`config.mk`:
```
export PLATFORM = sky130hd
export DESIGN_NAME = stopwatch_seconds_ctrl
export DESIGN_NICKNAME = d
export VERILOG_FILES = /design/src/rtl/stopwatch_seconds_ctrl.sv
export SDC_FILE = /design/constraint.sdc
export NUM_CORES = 1
export LEC_CHECK = 0
export ABC_AREA = 1
export CORE_ASPECT_RATIO = 0.6
export CORE_MARGIN = 2
export CORE_UTILIZATION = 59
export CTS_CLUSTER_SIZE = 25
export DETAILED_ROUTE_END_ITERATION = 8
export PLACE_DENSITY = 0.87
export REMOVE_ABC_BUFFERS = 1
export SYNTH_ARGS = -nofsm -noshare
export SYNTH_HDL_FRONTEND = slang
export SYNTH_SLANG_ARGS = --single-unit
```
`constraint.sdc`:
```
create_clock -name clk -period 2.4 [get_ports clk]
set_clock_uncertainty 0.2 [all_clocks]
set_input_delay 0.6 -clock clk [delete_from_list [all_inputs] [get_ports clk]]
set_output_delay 0.6 -clock clk [all_outputs]
set_load 0.05 [all_outputs]
```
`src/rtl/stopwatch_seconds_ctrl.sv`:
```
// Stopwatch seconds stage: idle/run/pause control, 1 Hz prescaler and 0..59 seconds
// counter feeding the minutes stage with enable and a same-cycle overflow strobe.
module stopwatch_seconds_ctrl #(
  parameter int TICKS_PER_SEC = 100_000_000,
  parameter int PRESC_W       = $clog2(TICKS_PER_SEC)
) (
  input  logic       clk,
  input  logic       rst_n,
  input  logic       start,
  input  logic       stop,
  input  logic       clear,
  output logic       enable,
  output logic       paused,
  output logic       sec_tick,
  output logic       sec_overflow,
  output logic [7:0] seconds,
  output logic       clr_pulse
);

  localparam logic [PRESC_W-1:0] PRESC_LAST = PRESC_W'(TICKS_PER_SEC - 1);
  localparam logic [7:0]         SEC_LAST   = 8'd59;

  typedef enum logic [1:0] {
    IDLE  = 2'd0,
    RUN   = 2'd1,
    PAUSE = 2'd2
  } state_t;

  state_t               state_r;
  logic [PRESC_W-1:0]   presc_r;
  logic [7:0]           seconds_r;
  logic                 clr_pulse_r;
  logic                 advance_s;
  logic                 tick_s;
  logic                 overflow_s;

  // Prescaler advance and tick qualification; a stop or clear in the same cycle wins.
  always_comb begin
    advance_s  = 1'b0;
    tick_s     = 1'b0;
    overflow_s = 1'b0;
    if ((state_r == RUN) && !stop && !clear) begin
      advance_s  = 1'b1;
      tick_s     = (presc_r == PRESC_LAST);
      overflow_s = (presc_r == PRESC_LAST) && (seconds_r == SEC_LAST);
    end else begin
      advance_s  = 1'b0;
      tick_s     = 1'b0;
      overflow_s = 1'b0;
    end
  end

  // Control FSM with clear > stop > start priority, plus the clear strobe.
  always_ff @(posedge clk or negedge rst_n) begin
    if (!rst_n) begin
      state_r     <= IDLE;
      clr_pulse_r <= 1'b0;
    end else begin
      clr_pulse_r <= clear;
      if (clear) begin
        state_r <= IDLE;
      end else begin
        case (state_r)
          IDLE:    state_r <= start ? RUN : IDLE;
          RUN:     state_r <= stop ? PAUSE : RUN;
          PAUSE:   state_r <= start ? RUN : PAUSE;
          default: state_r <= IDLE;
        endcase
      end
    end
  end

  // Prescaler and seconds counter; pause simply withholds advance so the phase survives.
  always_ff @(posedge clk or negedge rst_n) begin
    if (!rst_n) begin
      presc_r   <= '0;
      seconds_r <= 8'd0;
    end else if (clear) begin
      presc_r   <= '0;
      seconds_r <= 8'd0;
    end else if (advance_s) begin
      if (presc_r == PRESC_LAST) begin
        presc_r   <= '0;
        seconds_r <= (seconds_r == SEC_LAST) ? 8'd0 : seconds_r + 8'd1;
      end else begin
        presc_r   <= presc_r + PRESC_W'(1);
      end
    end
  end

  assign enable       = (state_r == RUN);
  assign paused       = (state_r == PAUSE);
  assign sec_tick     = tick_s;
  assign sec_overflow = overflow_s;
  assign seconds      = seconds_r;
  assign clr_pulse    = clr_pulse_r;

endmodule

```
* Word level (Yosys, flattened, before mapping)
Index checks and enable logic that the tools add are counted.
Word-level totals: register bits 38, input port bits 5, output and inout port bits 13, logic and storage cells 34
Operators by class: add/subtract/negate cells 2, equal/unequal tests 4, multiplexer cells 15, reduce and logical (&&, ||, !) cells 9
Operator list (number):
- 27-bit two-way mux | 3
- 8-bit two-way mux | 4
- 27-bit by 1-bit adder with 27-bit output (second input constant) | 1
- 27-bit == test (second input constant) | 1
- 8-bit by 1-bit adder with 8-bit output (second input constant) | 1
- 8-bit by 6-bit == test with 1-bit output (second input constant) | 1
- 2-bit two-way mux | 3
- 2-bit case mux with 3 select lines | 1
- 1-bit two-way mux | 4
- 2-bit nonzero test | 2
- 1-bit logical AND | 3
- 2-bit by 1-bit == test with 1-bit output (second input constant) | 1
- 2-bit == test (second input constant) | 1
- 1-bit logical NOT | 2
- 2-bit logical NOT | 1
- 2-bit AND reduction | 1

* Depth between registers and ports, before layout
Gate-level depths: netlist of run 1.
depth after elaboration 6, mapped depth 11, gate-level depth less buffers 10

* Worst setup path after synthesis of run 1
OpenSTA, ideal clock, no wires.
kind reg-to-output, start register seconds_r[0], in the netlist seconds[0], end output sec_overflow, arrival time 1.974 ns, data required time 1.600 ns, slack -0.374 ns, cell stages (with the launch flop) 6, buffers on the path 0, cell sequence dfrtp_1 -> ha_1 -> inv_1 -> nor3_1 -> nand4_1 -> nor2_1
Between the ends: word-level cells in the longest chain between the ends 3
Ends and longest elaborated chain:
- start: declaration | line 31 | logic [7:0] seconds_r;
- start signal: assignment | line 84 | seconds_r <= (seconds_r == SEC_LAST) ? 8'd0 : seconds_r + 8'd1;
- 8-bit by 6-bit == test with 1-bit output | line 45 | overflow_s = (presc_r == PRESC_LAST) && (seconds_r == SEC_LAST);
- 1-bit logical AND | line 45
- 1-bit two-way mux | line 42 | if ((state_r == RUN) && !stop && !clear) begin
- end: declaration | line 15 | output logic sec_overflow,
Every way passes these cells.

* Final worst setup path of run 1
start register presc_r[10], end output sec_overflow
Between the ends: word-level cells in the longest chain between the ends 3
Ends and longest elaborated chain:
- start: declaration | line 30 | logic [PRESC_W-1:0] presc_r;
- start signal: assignment | line 86 | presc_r <= presc_r + PRESC_W'(1);
- 27-bit == test | line 45
- 1-bit logical AND | line 45
- 1-bit two-way mux | line 42
Every way passes these cells.

==> flow_summary.toml, run 1 <==
[status]
outcome = "complete, but fails checks"
violations = "negative setup slack"

[logic_synthesis]
syn_area_sq_mm = 0.002450
synth_cell_types = 26
syn_inst = 351
synth-warning-count = 0
seq_area_frac_synth = 0.3882
yosys_register_bits = 38
syn_avg_cell_area_sq_um = 6.980

[cells_and_area]
multi_input_area_sq_mm = 0.001373
diodes = 0
finish.instance_area_sq_mm = 0.003183
areaGrowthSynthToFinish_pct = 29.93
fin_util = 0.7852
n_fill_cell = 248
final_layout_size_suffix_gt1_frac = 0.2710
nets = 423
regArea_sq_um = 953.4

[sta]
slew_headroom = 0.6671
timing_hold_violations_final = 0
max_freq_ghz = 0.4033
setup_slack_ns = -0.07927
fin_crit_ns = 2.479
setup_viol = 2
drv_slew = 0
setup_tns_ns = -0.1071
period_share = 1.033
grt_setup_unrepaired = "yes"
worst_pin_slew_ns = 0.4985
holdWs_ns = 0.1525

[pwr]
switching_share = 0.2588
internal-power_w = 0.001010
p_switching_w = 0.0003527
powerDensity_mw_per_mm2 = 428.3
ir_drop_mv = 0.3834
clockPowerShare = 0.396
power_frac_comb = 0.118
power.total_w = 0.001363
p_seq_frac = 0.485
leakage_nw = 1.568

[worst_setup_path]
critPathLaunchType = "register"
reg2reg_setup_slack_ns = 0.07
path_class = "register to primary output"
critPathLaunch = "presc_r[10]$_DFFE_PN0P_"
reg2reg_to = "presc_r[24]$_DFFE_PN0P_"
r2r_cells = 15
crit_arrival_ns = 1.68
r2r-start = "presc_r[1]$_DFFE_PN0P_"
required_ns = 1.60
end_kind = "primary output"
path_max_fanout = 4

[drt]
wl_per_cell_um = 16.08
via_count = 2647
routed_wirelength_mm = 7.508
route.detailed.drc = 0
avgViaCountPerCell = 5.668
firstDrtPassIters = 6
first_iter_violations = 284
antenna_left = 0

[clock_tree]
clockBufferDepth = 2
cts_made_buffers = 5
clock-sinks = 38
clk_pin_slew_ns = 0.08
htreeDepth = 2
tritoncts = "done"
postCtsHoldBufs = 0
root_buffer = "clkbuf_8"
clkLatencyLatePin_ns = 0.29

[global_route]
grt_pass1_wl_mm = 10.92
antenna_found_initial = 0
grt_pass1_vias = 2294
grt_max_degree = 39
grt-ovfl-total = 0
grt_usage = 0.3193

[floorplan]
ioPinCount = 18
die_w_um = 87.19
dieArea_sq_mm = 0.004701
start_util = 0.6043
die_y_um = 53.92
core_sq_mm = 0.004054
fp-row-count = 18

[min_path]
hold_path.class = "input port to asynchronous set/reset pin"

[placed_design]
placed_cell_area_sq_mm = 0.002803
routabilityCongestion = 0.9384
port_buffers = 17
dp_hpwl_mm = 4.429

[job]
maxCapViolations = 0
==> state kept, by name, summed over array words and instances (netlist names) <==
name	flops
state_r	2
presc_r	27
seconds	8
clr_pulse	1
==> how the worst max path moves through the flow <==
stage                                         end  slack (ns)  cells past startpoint
after floorplan                      sec_overflow       -0.37                      5
after global placement               sec_overflow       -0.09                      7
after detailed placement  presc_r[19]$_DFFE_PN0P_       -0.14                      9
after CTS                            sec_overflow       -0.03                      8
after global routing                 sec_overflow       -0.12                      8
final                                sec_overflow       -0.08                      8
==> worst max-delay path, cell delays in order (launching register included) <==
cell and delay [ns]:
dfrtp_1 0.43, inv_2 0.11, nand3_1 0.12, nor2_2 0.17, nand2_2 0.10, nor2_4 0.10, nand2_2 0.09, nor2_4 0.12
buf_12 0.14
==> routing by layer <==
layer	part of all wire	wire length, um	global-route usage	vias to the layer above
li1	-	-	-	1228
met1	0.41	3093	0.4139	1229
met2	0.46	3424	0.4987	157
met3	0.093	698	0.09663	33
met4	0.039	291	0.1513	0
met5	0	0	0	-
==> repair_timing <==
item	4_1_cts	5_1_grt
endpoints found under the setup margin	2	9
resized for setup	13	17
pin swaps	9	6
buffers inserted	19	5
==> cell usage after synthesis <==
cell type  number  area [sq um]
a31o_2          1         8.760
inv_1          40         150.1
dfrtp_1        38         950.9
nor2_1         65         244.0
inv_2           3         11.26
nand4_1        13         81.33
nor3_1          9         45.04
nand2_4         2         22.52
o21ai_0         6         30.03
nand2_2        15         93.84
nand3_1        23         115.1
nand3_2         2         20.02
mux2i_1         1         10.01
o21bai_1        1         7.510
o21ai_2         1         8.760
and2_1          1         6.260
nor2_4          4         45.04
ha_1            2         25.02
a21oi_1         5         25.02
nand3b_1        1         7.510
xor2_1          9         78.83
xnor2_1         2         17.52
buf_4           1         7.510
nand2_1        98         367.9
nor2_2          4         25.02
buf_6           4         45.04
==> through the flow <==
step,instances,worst slack (ns)
floorplan,346,-0.3738
global placement,436,-0.09237
detailed placement,436,-0.1400
CTS,463,-0.03002
global route,467,-0.1220
finish,467,-0.07927
==> placed cells by master (no fill, tap or decap), drive strengths merged <==
cell,n
dlymetal6s2s,4
nor2,73
xnor2,2
nand3,25
inv,43
a31o,1
and2,1
bufinv,1
mux2i,1
dlygate4sd2,1
clkbuf,5
a21oi,5
xor2,9
nand3b,1
buf,55
o21bai,1
ha,2
clkinv,2
nand2,115
nor3,9
o21ai,7
nand4,13
dfrtp,38
clkdlybuf4s50,3
==> kinds of logic (layout without fill, tap and decap cells) <==
group | after synthesis | after routing | synth area share
compound gates | 14 | 14 | 0.03269
simple gates | 237 | 237 | 0.4382
flops | 38 | 38 | 0.3882
mux | 1 | 1 | 0.004086
fa+ha+maj | 2 | 2 | 0.01021
buf+inv | 48 | 114 | 0.08733
xor+xnor | 11 | 11 | 0.03933
==> power by group through the flow <==
stage	Clock, W	Combinational, W	Sequential [W]
after floorplan	0	0.0000523	0.000698
after global placement	0	0.000148	0.000672
after detailed placement	0	0.000152	0.000672
after CTS	0.000541	0.000156	0.000659
after global routing	0.000580	0.000171	0.000663
final	0.000540	0.000161	0.000662
==> cell type report <==
cell class                 count  share of cell area
multi-input combinational    265              0.4312
sequential                    38              0.2995
timing repair buffer          63              0.1647
inverter                      43             0.05071
clock buffer                   5             0.02162
tap                           50             0.01965
clock inverter                 3             0.01258
Power figures use the tool's default switching activity.
==> run 2, diff against run 1 <==
CORE_ASPECT_RATIO = 1.1   (was 0.6)
==> flow_summary.toml, run 2 (synthesis gave the netlist of run 1 again) <==
[cells_and_area]
nets = 412
mostFrequentLayoutCell = "nand2_1"
final_cell_mix = "nand2_1, nor2_1, buf_4"
areaGrowthSynthToFinish_pct = 24.57
largest_register_ffs = 27
final_layout_size_suffix_gt1_frac = 0.2512
stdcell_count = 458
regMostFlops = "presc_r"
diodes = 0

[worst_setup_path]
path_max_fanout = 2
path_class = "register to primary output"
crit_arrival_ns = 1.61
end_kind = "primary output"
critPathLaunchType = "register"
required_ns = 1.60

[clock_tree]
htreeDepth = 2
tritoncts = "done"
clock-sinks = 38
clkLatencyLatePin_ns = 0.30
cts_made_buffers = 5
root_buffer = "clkbuf_8"
clk_pin_slew_ns = 0.08
clockBufferDepth = 2
postCtsHoldBufs = 0

[sta]
worst_pin_slew_ns = 0.5053
setup_viol = 1
max_freq_ghz = 0.4148
grt_setup_unrepaired = "yes"
setup_slack_ns = -0.01074
holdWs_ns = 0.1453
timing_hold_violations_final = 0
drv_slew = 0
period_share = 1.004
fin_crit_ns = 2.411
slew_headroom = 0.6626

[pwr]
ir_drop_mv = 0.4211
power.total_w = 0.001282
powerDensity_mw_per_mm2 = 420.0
leakage_nw = 1.486

[drt]
first_iter_violations = 172
routed_wirelength_mm = 6.222
firstDrtPassIters = 4
via_count = 2437
antenna_left = 0
wl_per_cell_um = 13.59
route.detailed.drc = 0
avgViaCountPerCell = 5.321

[global_route]
grt_pass1_vias = 2386
grt_usage = 0.2878
grt-ovfl-total = 0
grt_max_degree = 39
grt_pass1_wl_mm = 10.52
antenna_found_initial = 0

[placed_design]
placed_cells = 434
dp_hpwl_mm = 4.160
pre_cts_slack_ns = -0.1741
routabilityCongestion = 0.9202
port_buffers = 17

[floorplan]
fp-row-count = 24
die_w_um = 65.44
die_y_um = 71.59
ioPinCount = 18
dieArea_sq_mm = 0.004685
start_util = 0.6181
core_sq_mm = 0.003964

[min_path]
hold_path.class = "input port to asynchronous set/reset pin"

[job]
maxCapViolations = 0

[status]
violations = "negative setup slack"
outcome = "complete, but fails checks"
run 2: changes by cell type in the layout (fill, tap and decap cells not counted), moves of 2 or more:
cell	change
buf_4	-9
nor3_2	+2
dlymetal6s2s_1	-2
nor3_1	-2
nand3_4	-2
run 2: power by group:
| group | total, W | internal, W | switching (W) |
|---|---|---|---|
| clock | 0.000465 | 0.000232 | 0.000233 |
| combinational | 0.000155 | 0.0000509 | 0.000104 |
| sequential | 0.000662 | 0.000650 | 0.0000117 |
run 2: layout make-up:
class / count / area (sq um)
clock buffers: 7 / 86.33
clock inverters: 1 / 5.005
fillers: 303 / 912.1
inverters: 43 / 161.4
multi-input cells: 265 / 1350
flip-flops and latches: 38 / 952.2
well taps: 52 / 65.06
repair buffers: 52 / 431.7
run 2: worst paths after layout:
check / from / to / slack [ns] / depth (start not counted)
hold / removal: rst_n / presc_r[11]$_DFFE_PN0P_ / 0.15 / 2
max in group asynchronous: rst_n / presc_r[22]$_DFFE_PN0P_ / 1.48 / 2
setup / recovery: presc_r[1]$_DFFE_PN0P_ / sec_overflow / -0.01 / 8
min in group clk: state_r[1]$_DFF_PN0_ / state_r[1]$_DFF_PN0_ / 0.37 / 3
hold reg to reg: state_r[1]$_DFF_PN0_ / state_r[1]$_DFF_PN0_ / 0.37 / 3
setup reg to reg: presc_r[1]$_DFFE_PN0P_ / presc_r[26]$_DFFE_PN0P_ / 0.33 / 12
run 2: worst max-delay path, cell delays in order (launching register included):
cell and delay, ns:
dfrtp_1 0.36, ha_2 0.19, nand3_2 0.12, nor2_4 0.12
nand2_2 0.09, nor2_4 0.11, nand2_2 0.08, nor2_4 0.10
buf_12 0.14
run 2: timing repair:
action / in CTS / in global routing
setup buffers: 10 / 6
endpoints found under the setup margin: 2 / 3
pin swaps: 9 / 8
gates resized for setup: 11 / 13
cloned: 0 / 0
run 2: per-stage QoR:
stage | cell area (sq um) | util | setup TNS [ns]
floorplan | 2397 | - | -0.3738
global placement | 2770 | 0.6989 | -0.1059
detailed placement | 2770 | 0.6989 | -0.5177
CTS | 2960 | 0.7468 | -0.08437
global route | 3052 | 0.7699 | -0.1643
finish | 3052 | 0.7699 | -0.01074
run 2: routing by layer:
layer	part of all wire	global-route usage	vias to the layer above
met5	0	0	-
met4	0.027	0.1204	0
met3	0.035	0.05495	18
met2	0.53	0.4943	69
met1	0.41	0.3535	1147
li1	-	-	1203
